==> config.mk <==
export PLATFORM = sky130hd
export DESIGN_NAME = decod_morse
export DESIGN_NICKNAME = d
export VERILOG_FILES = /design/src/rtl/decod_morse.sv
export SDC_FILE = /design/constraint.sdc
export NUM_CORES = 1
export LEC_CHECK = 0
export ABC_AREA = 1
export CAP_MARGIN = 0
export CORE_ASPECT_RATIO = 1.75
export CORE_MARGIN = 2
export CORE_UTILIZATION = 45
export CTS_CLUSTER_SIZE = 14
export DETAILED_ROUTE_END_ITERATION = 6
export MAX_ROUTING_LAYER = met4
export PLACE_DENSITY = 0.75
export SETUP_SLACK_MARGIN = 0.3
export SYNTH_ARGS = -nofsm -noshare
export SYNTH_HDL_FRONTEND = slang
export SYNTH_SLANG_ARGS = --single-unit
==> constraint.sdc <==
create_clock -name clk -period 2 [get_ports clk]
set_input_delay 0.4 -clock clk [delete_from_list [all_inputs] [get_ports clk]]
set_output_delay 0.4 -clock clk [all_outputs]
set_load 0.01 [all_outputs]
==> src/rtl/decod_morse.sv <==
// rtl/decod_morse.sv - Morse key decoder: sync, debounce, dot/dash timing, letter lookup.
// Raw key goes through sync and debounce, then press/gap timing; letters end after a gap.
module decod_morse #(
  parameter int TICK_DIV    = 50000,
  parameter int DEBOUNCE_TK = 10,
  parameter int DOT_MAX_TK  = 200,
  parameter int GAP_TK      = 600
) (
  input  logic       clk,
  input  logic       reset,
  input  logic       key_in,
  output logic [5:0] num,
  output logic [4:0] morse,
  output logic [4:0] display,
  output logic       valid,
  output logic       err,
  output logic       ponto,
  output logic       traco
);

  localparam int DW = $clog2(TICK_DIV + 1);
  localparam int BW = $clog2(DEBOUNCE_TK + 1);
  localparam logic [11:0] DOT_MAX = 12'(DOT_MAX_TK);
  localparam logic [11:0] GAP_LIM = 12'(GAP_TK);

  typedef enum logic [2:0] {IDLE, PRESS, GAP, SEARCH, DONE} state_t;

  state_t          state;
  logic [DW-1:0]   div;
  logic            tick_en;
  logic [1:0]      sync;
  logic            ksync;
  logic [BW-1:0]   db_cnt;
  logic            k;
  logic [11:0]     dur;
  logic [11:0]     dur_inc;
  logic [4:0]      pat;
  logic [2:0]      sym_cnt;
  logic            ovf;
  logic            hit_q;
  logic [5:0]      idx_q;
  logic [6:0]      lk;

  assign tick_en = (div == DW'(TICK_DIV - 1));
  assign ksync   = sync[1];
  assign dur_inc = (dur == 12'hFFF) ? dur : dur + 12'd1;

  always_ff @(posedge clk or negedge reset) begin
    if (!reset) begin
      div    <= '0;
      sync   <= 2'b00;
      db_cnt <= '0;
      k      <= 1'b0;
    end else begin
      div  <= tick_en ? '0 : div + 1'b1;
      sync <= {sync[0], key_in};
      // level must disagree for DEBOUNCE_TK consecutive ticks before it is taken
      if (ksync == k) begin
        db_cnt <= '0;
      end else if (tick_en) begin
        if (db_cnt == BW'(DEBOUNCE_TK - 1)) begin
          k      <= ksync;
          db_cnt <= '0;
        end else begin
          db_cnt <= db_cnt + 1'b1;
        end
      end
    end
  end

  // patterns are left-justified, 1 = dot; result is {hit, index}
  function automatic logic [6:0] lookup(input logic [2:0] len, input logic [4:0] p);
    case ({len, p})
      {3'd2, 5'b10000}: lookup = {1'b1, 6'd0};
      {3'd4, 5'b01110}: lookup = {1'b1, 6'd1};
      {3'd4, 5'b01010}: lookup = {1'b1, 6'd2};
      {3'd3, 5'b01100}: lookup = {1'b1, 6'd3};
      {3'd1, 5'b10000}: lookup = {1'b1, 6'd4};
      {3'd4, 5'b11010}: lookup = {1'b1, 6'd5};
      {3'd3, 5'b00100}: lookup = {1'b1, 6'd6};
      {3'd4, 5'b11110}: lookup = {1'b1, 6'd7};
      {3'd2, 5'b11000}: lookup = {1'b1, 6'd8};
      {3'd4, 5'b10000}: lookup = {1'b1, 6'd9};
      {3'd3, 5'b01000}: lookup = {1'b1, 6'd10};
      {3'd4, 5'b10110}: lookup = {1'b1, 6'd11};
      {3'd2, 5'b00000}: lookup = {1'b1, 6'd12};
      {3'd2, 5'b01000}: lookup = {1'b1, 6'd13};
      {3'd3, 5'b00000}: lookup = {1'b1, 6'd14};
      {3'd4, 5'b10010}: lookup = {1'b1, 6'd15};
      {3'd4, 5'b00100}: lookup = {1'b1, 6'd16};
      {3'd3, 5'b10100}: lookup = {1'b1, 6'd17};
      {3'd3, 5'b11100}: lookup = {1'b1, 6'd18};
      {3'd1, 5'b00000}: lookup = {1'b1, 6'd19};
      {3'd3, 5'b11000}: lookup = {1'b1, 6'd20};
      {3'd4, 5'b11100}: lookup = {1'b1, 6'd21};
      {3'd3, 5'b10000}: lookup = {1'b1, 6'd22};
      {3'd4, 5'b01100}: lookup = {1'b1, 6'd23};
      {3'd4, 5'b01000}: lookup = {1'b1, 6'd24};
      {3'd4, 5'b00110}: lookup = {1'b1, 6'd25};
      {3'd5, 5'b00000}: lookup = {1'b1, 6'd26};
      {3'd5, 5'b10000}: lookup = {1'b1, 6'd27};
      {3'd5, 5'b11000}: lookup = {1'b1, 6'd28};
      {3'd5, 5'b11100}: lookup = {1'b1, 6'd29};
      {3'd5, 5'b11110}: lookup = {1'b1, 6'd30};
      {3'd5, 5'b11111}: lookup = {1'b1, 6'd31};
      {3'd5, 5'b01111}: lookup = {1'b1, 6'd32};
      {3'd5, 5'b00111}: lookup = {1'b1, 6'd33};
      {3'd5, 5'b00011}: lookup = {1'b1, 6'd34};
      {3'd5, 5'b00001}: lookup = {1'b1, 6'd35};
      default:          lookup = {1'b0, 6'h3F};
    endcase
  endfunction

  function automatic logic [4:0] mask(input logic [2:0] n);
    case (n)
      3'd1:    mask = 5'b10000;
      3'd2:    mask = 5'b11000;
      3'd3:    mask = 5'b11100;
      3'd4:    mask = 5'b11110;
      3'd5:    mask = 5'b11111;
      default: mask = 5'b00000;
    endcase
  endfunction

  assign lk = lookup(sym_cnt, pat);

  always_ff @(posedge clk or negedge reset) begin
    if (!reset) begin
      state   <= IDLE;
      dur     <= '0;
      pat     <= '0;
      sym_cnt <= '0;
      ovf     <= 1'b0;
      hit_q   <= 1'b0;
      idx_q   <= '0;
      num     <= '0;
      morse   <= '0;
      display <= '0;
      valid   <= 1'b0;
      err     <= 1'b0;
    end else begin
      valid <= 1'b0;
      case (state)
        IDLE: begin
          sym_cnt <= '0;
          pat     <= '0;
          ovf     <= 1'b0;
          if (k) begin
            dur   <= '0;
            state <= PRESS;
          end
        end
        PRESS: begin
          if (!k) begin
            if (sym_cnt == 3'd5) begin
              ovf <= 1'b1;
            end else begin
              if (dur < DOT_MAX) pat <= pat | (5'b10000 >> sym_cnt);
              sym_cnt <= sym_cnt + 3'd1;
            end
            dur   <= '0;
            state <= GAP;
          end else if (tick_en) begin
            dur <= dur_inc;
          end
        end
        GAP: begin
          if (k) begin
            dur   <= '0;
            state <= PRESS;
          end else if (dur == GAP_LIM) begin
            state <= SEARCH;
          end else if (tick_en) begin
            dur <= dur_inc;
          end
        end
        SEARCH: begin
          hit_q <= lk[6] & ~ovf;
          idx_q <= lk[5:0];
          state <= DONE;
        end
        DONE: begin
          valid   <= 1'b1;
          morse   <= pat;
          display <= mask(sym_cnt);
          num     <= hit_q ? idx_q : 6'h3F;
          err     <= ~hit_q;
          state   <= IDLE;
        end
        default: state <= IDLE;
      endcase
    end
  end

  assign ponto = (state == PRESS) && (dur < DOT_MAX);
  assign traco = (state == PRESS) && !(dur < DOT_MAX);

endmodule

==> out/summary.txt, run 1 <==
Gr ovfl total: 0
Worst slew pin tran: 0.355 ns
Die area: 10300 um2
Final Hold Viols: 0
Port Buf Inserts: 22
Final period util: 89.2%
CTS root buf: clkbuf_16
Die width: 77.7 um
CP bufs+invs: 7
TritonCTS Buffers: 9
Deepest level of the CTS H-tree: 3
Slew HR: 76.3%
Critical path type: reg -> reg
Synthesis warning total: 0
Yosys top cell by area: dfrtp_1
CTS tree: done
Max VDD drop: 0.000522 V
Req. time, crit path: 2.27 ns
Mean post-synth cell area: 7.09 um2
HP Start: sync[0]
WL per Instance: 15.6 um
Clock sink count: 72
Num rows: 47
Reg2reg start: dur[3]
Antenna cells: 0
Sequential cell area: 1810 um2
Top cell type's share of synthesized area: 42.2%
Final GP Congestion: 0.984
Clk_skew: 0.00981 ns
Area contributors post-synth: dfrtp_1 42%, nand2_1 14%, nor2_1 9.2%
CP Max Fanout: 5
Multi-input logic area: 2450 um2
Critical Path, Cell by Cell: inv_2, nand2_1, o21ai_1, nand2_1, nand2_1, buf_4, buf_6, buf_6, buf_6, buf_6, buf_6, and2_4, nand3_2, a21oi_2
Layout area overhead: 31.9%
Final Net Count: 692
Number of global-route vias before repair: 4110
CTS max path bufs: 2
Post-synth top cells: 158 x nand2_1, 105 x nor2_1, 72 x dfrtp_1
Largest net degree at the start of global routing: 61
Vias/cell: 5.32
CTS clk-pin slew, worst paths: 0.06 ns
Pleak: 2.78 nW
DRT Pass-1 Iters: 6
Setup TNS: 0 ns
Slew Viols, Final: 0
Critical path's top delay family: buffers and inverters
Max Cap Violations: 0
Number of distinct library cells after synthesis: 35
Worst skew pair latency: 0.34 ns
Outcome: complete, no violations
Layout fillers: 824
# DRC: 0
Most frequent CP cell: buf_6
Endpoints failing setup: 0
Worst Path Arrival: 2.05 ns
Post-synthesis cell count: 603
Top-count cell post-synth: nand2_1
Mapped Area: 4270 um2
Startpoint types: flop
Die height: 133 um
CP startpoint: dur[3]
Final ANT Viol Nets: 0
Post-synthesis register bit count: 72
Iteration-0 DRC Markers: 336
Starting Density: 45.7%
Routed vias: 4285
Dpl hpwl: 8.81 mm
Predominant post-synthesis flop cell: dfrtp_1
Core ar.: 9350 um2
Fraction of layout cells with a size suffix above 1: 24.1%
I/O pin count: 23
Max frequency: 0.561 GHz
Final min period: 1.78 ns
Total GRT Usage: 25.2%
CP Capture Type: flop
Layout Utilization: 60.3%
Initial antenna violation count: 0
Register area share after synthesis: 42.2%
Worst hold path class: reg -> reg
P per Cell Area: 574 nW/um2
Crit-path max cell delay: 0.39 ns
CP max-delay cell: dfrtp_1
First-pass GRT wire length: 19.7 mm
Post-synth EDFFs: 0
Ys async rst share: 100%
RSZ-0062 raised after global routing: true
Syn Nets: 616
Wirelength, routed: 12.6 mm
power by group:
group / switching [mW] / internal [mW] / total, mW
logic: 0.0311 / 0.00885 / 0.0400
registers: 0.000869 / 1.46 / 1.46
clock network: 0.637 / 1.10 / 1.73
total: 0.669 / 2.57 / 3.23
layer usage:
| layer | GRT usage (%) | vias to the layer above | share of wire, % |
|---|---|---|---|
| met2 | 44.1 | 146 | 56 |
| met5 | - | - | 0 |
| met4 | 16.2 | 0 | 5.0 |
| li1 | - | 2091 | - |
| met1 | 25.1 | 1995 | 36 |
| met3 | 4.57 | 53 | 3.5 |
timing repair:
item / CTS / global route
endpoints found under the setup margin: 27 / 38
cloned: 0 / 1
buffers inserted: 19 / 15
resized for setup: 49 / 61
hold buffers: 1 / 0
hold endpoints to repair: 12 / 0
pin swaps: 11 / 24
placed cells by master, fill, tap and decap left out, types with 2 or more instances in the layout:
cell type,netlist,routed
nand3b_1,4,4
clkinv_4,0,3
nor2_1,105,86
a21oi_1,23,16
nand2_1,158,142
clkdlybuf4s50_1,0,18
nor3_1,15,8
buf_6,0,5
o211ai_1,3,3
nand2_2,4,19
buf_12,0,2
xnor2_1,3,3
nand2_4,0,2
nand4_1,16,16
nand3_1,37,32
xor2_1,8,8
clkinvlp_4,0,3
ha_1,10,9
nor2_2,6,16
dfrtp_1,72,64
inv_2,5,11
a21oi_2,0,7
buf_4,0,39
buf_2,1,3
inv_1,70,60
nor2_4,5,14
o22ai_1,3,3
dfrtp_2,0,8
o21ai_0,33,31
o21ai_1,1,3
bufinv_16,0,2
nand3_2,2,5
inv_4,0,2
nor3_2,2,8
nand3_4,0,2
clkbuf_16,0,9
sequential cells by signal, summed over array words and instances, names as in the netlist:
name and count:
state 3, k 1, idx_q 6, db_cnt 4
sync 2, ovf 1, hit_q 1, morse 5
display 5, pat 5, num 6, dur 12
sym_cnt 3, err 1, valid 1, div 16
final cells by class:
class	count	area share [%]
multi-input combinational	451	43.4
sequential	72	32.1
timing repair buffer	69	10.8
inverter	76	5.28
clock buffer	10	4.06
tap	122	2.71
clock inverter	6	1.66
final timing paths:
| path | endpoint | slack [ns] | cells after the start |
|---|---|---|---|
| worst max register to register | pat[3] | 0.22 | 14 |
| max in group asynchronous | state[0] | 0.87 | 3 |
| worst min-delay path | sync[1] | 0.35 | 0 |
| min in group asynchronous | num[0] | 0.48 | 2 |
| worst min register to register | sync[1] | 0.35 | 0 |
| worst max-delay path | pat[3] | 0.22 | 14 |
logic make-up after synthesis:
kind of cell / share of synthesized area (%)
compound gates: 8.31
flops: 42.2
xor+xnor: 2.25
fa+ha+maj: 2.93
buf+inv: 7.14
simple gates: 37.2
worst register-to-register path: stages (launching register included):
cell	delay (ns)
dfrtp_1	0.39
inv_2	0.08
nand2_1	0.05
o21ai_1	0.13
nand2_1	0.10
nand2_1	0.08
buf_4	0.11
buf_6	0.08
buf_6	0.08
buf_6	0.08
buf_6	0.08
buf_6	0.07
and2_4	0.18
nand3_2	0.08
a21oi_2	0.14
metrics by stage:
stage	power, mW	instance area (um2)	setup slack, ns	hold slack, ns	cells
after detailed placement	1.53	4720	0.127	0.318	754
after CTS	3.28	5310	0.214	0.353	790
final	3.23	5640	0.217	0.351	806
after global placement	1.53	4720	0.153	0.312	754
after global routing	3.35	5640	0.102	0.356	806
after floorplan	1.49	4270	0.415	0.104	603
No activity file was read; power rests on OpenSTA's default activity.
==> inputs of run 2 (changes only) <==
==> constraint.sdc (replaced) <==
create_clock -name clk -period 1.83 [get_ports clk]
set_input_delay 0.366 -clock clk [delete_from_list [all_inputs] [get_ports clk]]
set_output_delay 0.366 -clock clk [all_outputs]
set_load 0.01 [all_outputs]
==> run 2 against run 1 <==
Combinational power rose by 5%. Core utilization up 8.5 points. Cell count increased by 5.0%. Flip-flop and latch count unchanged. First-iteration DRC count rose by 22%. Clock skew down 0.0034 ns. Setup slack got worse by 0.14 ns. Total power increased by 15%. Worst hold slack worse by 0.33 ns. Maximum frequency increased by 1.9%. Non-clock buffer count rose by 41. Critical endpoint unchanged. Largest cell class unchanged.
==> out/summary.txt, run 2 (synthesis results as in run 1) <==
R2R Setup Slk: 0.08 ns (was 0.22 ns)
Final Hold Slack: 0.0243 ns (was 0.351 ns)
Pleak: 3.26 nW (was 2.78 nW)
Gr ovfl total: 0 (unchanged)
Final ANT Viol Nets: 0 (unchanged)
Iteration-0 DRC Markers: 410 (was 336)
Num rows: 47 (unchanged)
Req. time, crit path: 2.08 ns (was 2.27 ns)
P per Cell Area: 579 nW/um2 (was 574 nW/um2)
CP Max Fanout: 5 (unchanged)
Final GP Congestion: 1.04 (was 0.984)
CP Capture Type: flop (unchanged)
Reg2reg start: dur[11] (was dur[3])
Starting Density: 45.7% (unchanged)
Final Net Count: 732 (was 692)
Die area: 10300 um2 (unchanged)
Initial antenna violation count: 0 (unchanged)
Regs by FF count: div: 16 flops, dur: 12 flops (unchanged)
Wirelength, routed: 14.7 mm (was 12.6 mm)
Total GRT Usage: 27.9% (was 25.2%)
Dpl hpwl: 9.36 mm (was 8.81 mm)
Dpl cell area: 4900 um2 (was 4720 um2)
I/O pin count: 23 (unchanged)
Die height: 133 um (unchanged)
Worst slew pin tran: 0.413 ns (was 0.355 ns)
Layout Utilization: 68.8% (was 60.3%)
Port Buf Inserts: 22 (unchanged)
Biggest register: div (unchanged)
CTS max path bufs: 2 (unchanged)
WL per Instance: 17.4 um (was 15.6 um)
Die width: 77.7 um (unchanged)
Final Hold Viols: 0 (unchanged)
Clock sink count: 72 (unchanged)
Critical path type: reg -> reg (unchanged)
Final min period: 1.75 ns (was 1.78 ns)
Startpoint types: flop (unchanged)
TritonCTS Buffers: 9 (unchanged)
Endpoints failing setup: 0 (unchanged)
Worst hold path class: in -> async (was reg -> reg)
Worst R2R End: pat[3] (unchanged)
Outcome: complete, no violations (unchanged)
Max Cap Violations: 0 (unchanged)
Core ar.: 9350 um2 (unchanged)
Largest register FFs: 16 (unchanged)
Routed vias: 4670 (was 4285)
Largest net degree at the start of global routing: 73 (was 61)
CTS clk-pin slew, worst paths: 0.07 ns (was 0.06 ns)
Pre-CTS WS: 0.0536 ns (was 0.127 ns)
CTS tree: done (unchanged)
Slew Viols, Final: 0 (unchanged)
Final period util: 95.6% (was 89.2%)
Pwr Total: 3.73 mW (was 3.23 mW)
R2R cell count: 13 (was 14)
Design Area, Final: 6430 um2 (was 5640 um2)
Fin worst setup slack: 0.0809 ns (was 0.217 ns)
# DRC: 0 (unchanged)
Fraction of layout cells with a size suffix above 1: 39.6% (was 24.1%)
Deepest level of the CTS H-tree: 3 (unchanged)
Max VDD drop: 0.000560 V (was 0.000522 V)
First-pass GRT wire length: 22.2 mm (was 19.7 mm)
Clk_skew: 0.00638 ns (was 0.00981 ns)
RSZ-0062 raised after global routing: true (unchanged)
Commonest cells after routing, fill and taps aside: 116 x nand2_1, 72 x nor2_1, 71 x buf_4 (was 142 x nand2_1, 86 x nor2_1, 64 x dfrtp_1)
Max frequency: 0.572 GHz (was 0.561 GHz)
Slew HR: 72.5% (was 76.3%)
Number of global-route vias before repair: 4721 (was 4110)
Commonest non-fill, non-tap cell in the layout: nand2_1 (unchanged)
Vias/cell: 5.52 (was 5.32)
DRT Pass-1 Iters: 5 (was 6)
Worst skew pair latency: 0.34 ns (about the same)
Antenna cells: 0 (unchanged)
Layout area overhead: 50.5% (was 31.9%)
CTS root buf: clkbuf_16 (unchanged)
# hold bufs at CTS: 0 (was 1)
Worst Path Arrival: 2.00 ns (was 2.05 ns)
[run 2: cell types whose count changed in the layout (fill, tap and decap cells not counted), moves of 12 or more]
cell / delta
dlygate4sd2_1: +18
nand2_1: -26
nor2_1: -14
buf_4: +32
clkdlybuf4s50_1: -17
nand2_2: +14
nor2_4: +12
[run 2: through the flow]
stage / std cells / setup TNS [ns]
after floorplan: 603 / 0
after global placement: 777 / 0
after detailed placement: 777 / 0
after CTS: 833 / 0
after global routing: 846 / -0.0127
final: 846 / 0
[run 2: metal layers]
| metal | track usage [%] | share of wire, % | wire length [um] | vias to the layer above |
|---|---|---|---|---|
| met3 | 4.30 | 3.6 | 534 | 95 |
| met2 | 52.2 | 56 | 8180 | 185 |
| met1 | 25.9 | 33 | 4870 | 2222 |
| met4 | 16.6 | 7.6 | 1120 | 0 |
| met5 | - | 0 | 0 | - |
| li1 | - | - | - | 2168 |
[run 2: critical path, stage by stage (launching register included)]
cell and delay, ns:
dfrtp_1 0.39, inv_2 0.08, nand2_4 0.05, nor3_2 0.10
nand2_1 0.11, nand2_2 0.09, buf_6 0.09, buf_6 0.08
buf_6 0.08, buf_6 0.08, buf_6 0.08, and2_4 0.17
nand3_1 0.09, a21oi_1 0.17
[run 2: report_power, final]
part	internal (mW)	switching (mW)
Clock	1.35	0.740
Combinational	0.00840	0.0335
Sequential	1.59	0.00107
[run 2: cell type report]
| class | instances | area, um2 |
|---|---|---|
| fillers | 704 | 2920 |
| multi-input cells | 450 | 2880 |
| flip-flops and latches | 72 | 1820 |
| repair buffers | 110 | 925 |
| inverters | 76 | 313 |
| clock buffers | 9 | 225 |
| well taps | 122 | 153 |
| clock inverters | 7 | 125 |
[run 2: timing repair]
item / in CTS / in global routing
pin swaps: 43 / 33
resized for setup: 184 / 80
endpoints found under the setup margin: 62 / 45
buffers inserted: 40 / 13
[run 2: how the worst max path moves through the flow]
stage	start	to	slack [ns]	cells after the start
2_1_floorplan	sym_cnt[0]	display[4]	0.31	7
3_3_place_gp	state[2]	ponto	0.08	6
3_5_place_dp	dur[10]	ponto	0.05	6
4_1_cts	state[2]	ponto	0.16	6
5_1_grt	dur[10]	pat[3]	-0.01	13
6_report	dur[11]	pat[3]	0.08	13
